## src/rtl/down_counter_ld_pkg.sv

```systemverilog
// down_counter_ld_pkg
// Shared definitions for the ROMix iteration counters: the default counter
// width (so the up and down counters agree on N), the down counter's state
// encoding, and a small helper used when a new count is loaded.
// Optional feature macro used by down_counter_ld: DOWN_COUNTER_LD_AUTORELOAD_EN.

package down_counter_ld_pkg;

    // Width shared with the free-running up counter; N = 2**DEFAULT_SIZE.
    localparam int DEFAULT_SIZE = 5;

    // Raw state codes; 2'd3 is unused and treated as illegal.
    localparam logic [1:0] ST_IDLE  = 2'd0;
    localparam logic [1:0] ST_COUNT = 2'd1;
    localparam logic [1:0] ST_DONE  = 2'd2;

    typedef enum logic [1:0] {
        IDLE  = ST_IDLE,
        COUNT = ST_COUNT,
        DONE  = ST_DONE
    } state_t;

    // A zero-length run finishes immediately; anything else starts counting.
    function automatic state_t load_target(input logic load_is_zero);
        return load_is_zero ? DONE : COUNT;
    endfunction

endpackage

```

## src/rtl/down_counter_ld_if.sv

```systemverilog
// down_counter_ld_if
// Control/status bundle between the ROMix controller (master) and the
// iteration down counter (slave). Clock and reset are kept as plain ports
// on the modules.

interface down_counter_ld_if #(
    parameter int SIZE = down_counter_ld_pkg::DEFAULT_SIZE
);

    logic            load;
    logic [SIZE-1:0] load_val;
    logic            en;
    logic [SIZE-1:0] out;
    logic            zero;
    logic            busy;
    logic            done;

    // Controller side: issues loads and decrement requests, watches status.
    modport master (
        output load,
        output load_val,
        output en,
        input  out,
        input  zero,
        input  busy,
        input  done
    );

    // Counter side.
    modport slave (
        input  load,
        input  load_val,
        input  en,
        output out,
        output zero,
        output busy,
        output done
    );

endinterface

```

## src/rtl/down_counter_ld.sv

```systemverilog
// down_counter_ld
// Loadable down counter that tracks the remaining iterations of the ROMix
// read/mix pass. A load starts a run, each en steps the count down by one,
// and reaching zero produces a single registered done pulse. The count never
// wraps below zero. A load always wins over en in the same cycle, and a load
// during a run restarts it without a done pulse.
//
// Optional feature: define DOWN_COUNTER_LD_AUTORELOAD_EN to keep a shadow copy
// of the last loaded value and reload it at terminal count instead of
// stopping; done then pulses once per period while busy stays high, and only
// a load of zero (or reset) ends the run.

module down_counter_ld
    import down_counter_ld_pkg::*;
#(
    parameter int SIZE = DEFAULT_SIZE
) (
    input  logic              clk,
    input  logic              RST_N,
    down_counter_ld_if.slave  bus
);

    localparam logic [SIZE-1:0] ONE = {{(SIZE-1){1'b0}}, 1'b1};

    state_t          state_q;
    logic [SIZE-1:0] count_q;

`ifdef DOWN_COUNTER_LD_AUTORELOAD_EN
    logic [SIZE-1:0] shadow_q;
    logic            reload_pulse_q;

    // Remember the most recent load value so a finished period can restart.
    always_ff @(posedge clk or negedge RST_N) begin
        if (!RST_N) begin
            shadow_q <= '0;
        end else if (bus.load) begin
            shadow_q <= bus.load_val;
        end
    end
`endif

    // State and count update: load first, then decrement, then hold.
    always_ff @(posedge clk or negedge RST_N) begin
        if (!RST_N) begin
            state_q <= IDLE;
            count_q <= '0;
`ifdef DOWN_COUNTER_LD_AUTORELOAD_EN
            reload_pulse_q <= 1'b0;
`endif
        end else begin
`ifdef DOWN_COUNTER_LD_AUTORELOAD_EN
            reload_pulse_q <= 1'b0;
`endif
            case (state_q)
                IDLE, DONE: begin
                    if (bus.load) begin
                        count_q <= bus.load_val;
                        state_q <= load_target(bus.load_val == '0);
                    end else begin
                        state_q <= IDLE;
                    end
                end

                COUNT: begin
                    if (bus.load) begin
                        count_q <= bus.load_val;
                        state_q <= load_target(bus.load_val == '0);
                    end else if (bus.en && (count_q != '0)) begin
                        if (count_q == ONE) begin
`ifdef DOWN_COUNTER_LD_AUTORELOAD_EN
                            count_q        <= shadow_q;
                            reload_pulse_q <= 1'b1;
`else
                            count_q <= '0;
                            state_q <= DONE;
`endif
                        end else begin
                            count_q <= count_q - ONE;
                        end
                    end
                end

                default: begin
                    state_q <= IDLE;
                    count_q <= '0;
                end
            endcase
        end
    end

    // Status decoded straight from registers so it is glitch-free.
    assign bus.out  = count_q;
    assign bus.zero = (count_q == '0);
    assign bus.busy = (state_q == COUNT);
`ifdef DOWN_COUNTER_LD_AUTORELOAD_EN
    assign bus.done = (state_q == DONE) || reload_pulse_q;
`else
    assign bus.done = (state_q == DONE);
`endif

endmodule

```

## src/flat_wrapper.sv

```systemverilog
// flat-port wrapper written by rule: the top's interface ports become plain ports
module down_counter_ld_flat import down_counter_ld_pkg::*;
#(
    parameter int SIZE = DEFAULT_SIZE
)
  (clk, RST_N, bus_load, bus_load_val, bus_en, bus_out, bus_zero, bus_busy, bus_done);
  down_counter_ld_if #(.SIZE(SIZE)) bus_i ();
  input  logic clk;
  input  logic RST_N;
  input wire logic [$bits(bus_i.load)-1:0] bus_load;
  input wire logic [$bits(bus_i.load_val)-1:0] bus_load_val;
  input wire logic [$bits(bus_i.en)-1:0] bus_en;
  output wire logic [$bits(bus_i.out)-1:0] bus_out;
  output wire logic [$bits(bus_i.zero)-1:0] bus_zero;
  output wire logic [$bits(bus_i.busy)-1:0] bus_busy;
  output wire logic [$bits(bus_i.done)-1:0] bus_done;
  assign bus_i.load = bus_load;
  assign bus_i.load_val = bus_load_val;
  assign bus_i.en = bus_en;
  assign bus_out = bus_i.out;
  assign bus_zero = bus_i.zero;
  assign bus_busy = bus_i.busy;
  assign bus_done = bus_i.done;
  down_counter_ld #(.SIZE(SIZE)) u_core (.clk(clk), .RST_N(RST_N), .bus(bus_i));
endmodule
```

## config.mk

```make
export PLATFORM = sky130hd
export DESIGN_NAME = down_counter_ld_flat
export DESIGN_NICKNAME = d
export VERILOG_FILES = /design/src/rtl/down_counter_ld_pkg.sv /design/src/rtl/down_counter_ld_if.sv /design/src/rtl/down_counter_ld.sv /design/src/flat_wrapper.sv
export SDC_FILE = /design/constraint.sdc
export NUM_CORES = 1
export LEC_CHECK = 0
export BUFFER_PORTS_ARGS = -buffer_cell sky130_fd_sc_hd__buf_2
export CORE_AREA = 2 2 39 41
export CTS_BUF_LIST = sky130_fd_sc_hd__clkbuf_8
export DETAILED_ROUTE_END_ITERATION = 10
export DIE_AREA = 0 0 41 43
export PLACE_DENSITY = 0.62
export SKIP_LAST_GASP = 1
export SLEW_MARGIN = 20
export SYNTH_ARGS = -nofsm -noshare
export SYNTH_HDL_FRONTEND = slang
export SYNTH_SLANG_ARGS = --single-unit
```

## constraint.sdc

```tcl
create_clock -name clk -period 4 [get_ports clk]
set_input_delay 0.2 -clock clk [delete_from_list [all_inputs] [get_ports clk]]
set_output_delay 0.2 -clock clk [all_outputs]
set_load 0.005 [all_outputs]
```

==> out/qor.txt <==
HP Class -> input port to flop
Status -> complete, no violations
CTS tree -> done
GP Congestion -> 0.8603
Area Growth Syn to Fin -> 30.15%
Root Driver -> clkbuf_8
Crit path max-delay cell type -> or4b_4
Setup_tns -> 0 ns
Routed length per placed instance -> 13.53 um
Slowest cell delay on critical path -> 0.49 ns
DRT iter0 DRCs -> 4
Synth area leaders -> dfrtp_1, ha_1, o21ai_0, a311oi_4, inv_1
I/O pin total -> 17
Final setup vio count -> 0
Die Footprint -> 1763 sq um
Antenna-violating nets left -> 0
RSZ-0062 raised after global routing -> false
Power density cells -> 589.2 nW/um^2
Final worst slack -> 2.004 ns
Crit-path leading delay family -> compound AO/OA/AOI/OAI gates
Max Clock Freq -> 501.0 MHz
Mapped Area -> 498.0 sq um
Clock transition at the registers of the reported paths -> 0.04 ns
Resized cells post-CTS -> 0
Worst-margin pin slew -> 0.6433 ns
Worst path arrival time -> 2.12 ns
Synthesized instance count -> 52
Distinct cells, synth -> 25
# Post-CTS Setup Buffers -> 0
First-pass GRT wire length -> 1904 um
Die height -> 43 um
Final Max Slew Viols -> 0
CP Class -> flop to flop
Pleak -> 0.3101 nW
Syn_nets -> 64
Global Route Usage Sum -> 16.52%
Via density -> 5.625
TritonCTS Buffers -> 3
Clk buf depth -> 2
GRT Residual Overflow -> 0
Synthesized flop and latch total -> 7
Critical Path End Type -> flop
Antenna violations before repair -> 0
Final Cycle Share -> 49.90%
Std cell rows -> 14
Hold Buf Count CTS -> 1
Clk sinks -> 7
Min cycle time layout -> 1.996 ns
Detail Placement HPWL -> 942.5 um
Via Count -> 495
Top cell type by total area after synthesis -> dfrtp_1
Final WL -> 1191 um
Sequential share of the synthesized area -> 35.18%
Worst rel slew slack -> 56.66%
Worst slack, placed -> 2.020 ns
Largest net degree at the start of global routing -> 9
Mean post-synth cell area -> 9.577 sq um
Startpoint types -> flop
H-tree depth -> 1
Drt first pass iters -> 4
Die X -> 41 um
Worst skew pair latency -> 0.23 ns
DR DRC count -> 0
Layout cell share with drive strength beyond 1 -> 33.33%
Final hold viol count -> 0
Setup Skew -> 0.004192 ns
Critical Path RT -> 4.13 ns
YS warnings -> 0
Critical path peak fanout -> 8
Antenna diodes -> 0
Worst IR drop on VDD -> 0.0003587 V
Worst path bufs/invs -> 1
Fin nets -> 85
Area fraction of the dominant cell type after synthesis -> 35.18%
Crit path top cell by count -> o21ai_0
Ordered list of cells on the worst path -> inv_1 > ha_1 > or4b_4 > a311oi_4 > o21ai_0 > o21ai_0
Max Cap Viol -> 0
Initial Util -> 35.99%
Port-buffer cells -> 16
Core region area -> 1384 sq um
Number of global-route vias before repair -> 461
final cells by class:
class,instances,area [sq um]
inverters,6,22.52
fillers,154,735.7
multi-input cells,38,295.3
well taps,16,20.02
clock buffers,3,41.29
clock inverters,1,3.754
flip-flops and latches,7,175.2
repair buffers,17,90.09
worst reg2reg max path: stages, from the launching register on:
cell	delay (ns)
dfrtp_1	0.40
inv_1	0.13
ha_1	0.15
or4b_4	0.49
a311oi_4	0.47
o21ai_0	0.15
o21ai_0	0.11
logic make-up after synthesis:
kind of cell               Yosys count  share of synthesized area, %
buffers and inverters                7                         5.526
DFF                                  7                         35.18
adders and majority gates            3                         7.538
and+or+nand+nor                     13                         17.59
AOI/OAI and AO/OA                   22                         34.18
flip-flops by register name, summed over array words and instances (netlist names):
name / flops
u_core.bus.out: 5
u_core.state_q: 2
power breakdown:
group          total [W]  switching (W)  internal [W]
logic           0.000159      0.0000858     0.0000736
clock network  0.0000947      0.0000286     0.0000661
registers       0.000128      0.0000323     0.0000955
stage by stage:
stage                     hold WS [ns]  instances  util, %  total power, W  instance area (sq um)
final                           0.2777         88    46.84       0.0003819                  648.1
after global routing            0.2835         88    46.84       0.0004164                  648.1
after CTS                       0.2818         88    46.84       0.0003856                  648.1
after detailed placement       0.03724         83    42.86       0.0002863                  593.1
after global placement         0.03649         83    42.86       0.0002864                  593.1
after floorplan               -0.09559         52        -       0.0002263                  498.0
Yosys cell counts:
cell type	n
nand3b_1	1
or4b_4	1
nand2_1	1
o221ai_1	1
o2bb2ai_1	2
a311oi_4	1
nor2_1	1
a31oi_1	1
o21ai_0	6
buf_2	1
nor3_1	3
inv_1	6
or4_1	1
a2bb2oi_1	1
ha_1	3
a221oi_1	1
a311o_2	1
nor2b_1	2
dfrtp_1	7
or3b_1	1
and2_2	2
a21oi_1	4
a32oi_1	2
a211oi_1	1
a21o_1	1
routing by layer:
layer	global-route usage [%]	wire (um)	part of all wire, %
met3	9.424	77	6.5
met5	0	0	0
met1	19.48	516	43
met2	24.38	590	50
met4	5.333	6	0.50
placed cells by master, fill, tap and decap left out, types with 2 or more instances in the layout:
cell type	instances
buf_2	16
inv_1	7
dfrtp_1	7
o21ai_0	6
a21oi_1	4
nor3_1	3
ha_1	3
clkbuf_8	3
nor2b_1	2
and2_2	2
a32oi_1	2
o2bb2ai_1	2
path summary, 6_finish.rpt:
kind / startpoint / endpoint / slack, ns / cells past startpoint
setup / recovery: u_core.bus.out[0]$_DFFE_PN0P_ / u_core.bus.out[4]$_DFFE_PN0P_ / 2.00 / 6
hold / removal: bus_load_val[1] / u_core.bus.out[1]$_DFFE_PN0P_ / 0.28 / 3
setup reg to reg: u_core.bus.out[0]$_DFFE_PN0P_ / u_core.bus.out[4]$_DFFE_PN0P_ / 2.00 / 6
hold reg to reg: u_core.bus.out[3]$_DFFE_PN0P_ / u_core.bus.out[3]$_DFFE_PN0P_ / 0.57 / 1
max in group asynchronous: RST_N / u_core.bus.out[0]$_DFFE_PN0P_ / 3.52 / 2
min in group asynchronous: RST_N / u_core.bus.out[3]$_DFFE_PN0P_ / 0.33 / 2
Note: power is estimated with default switching activity, not from simulation.
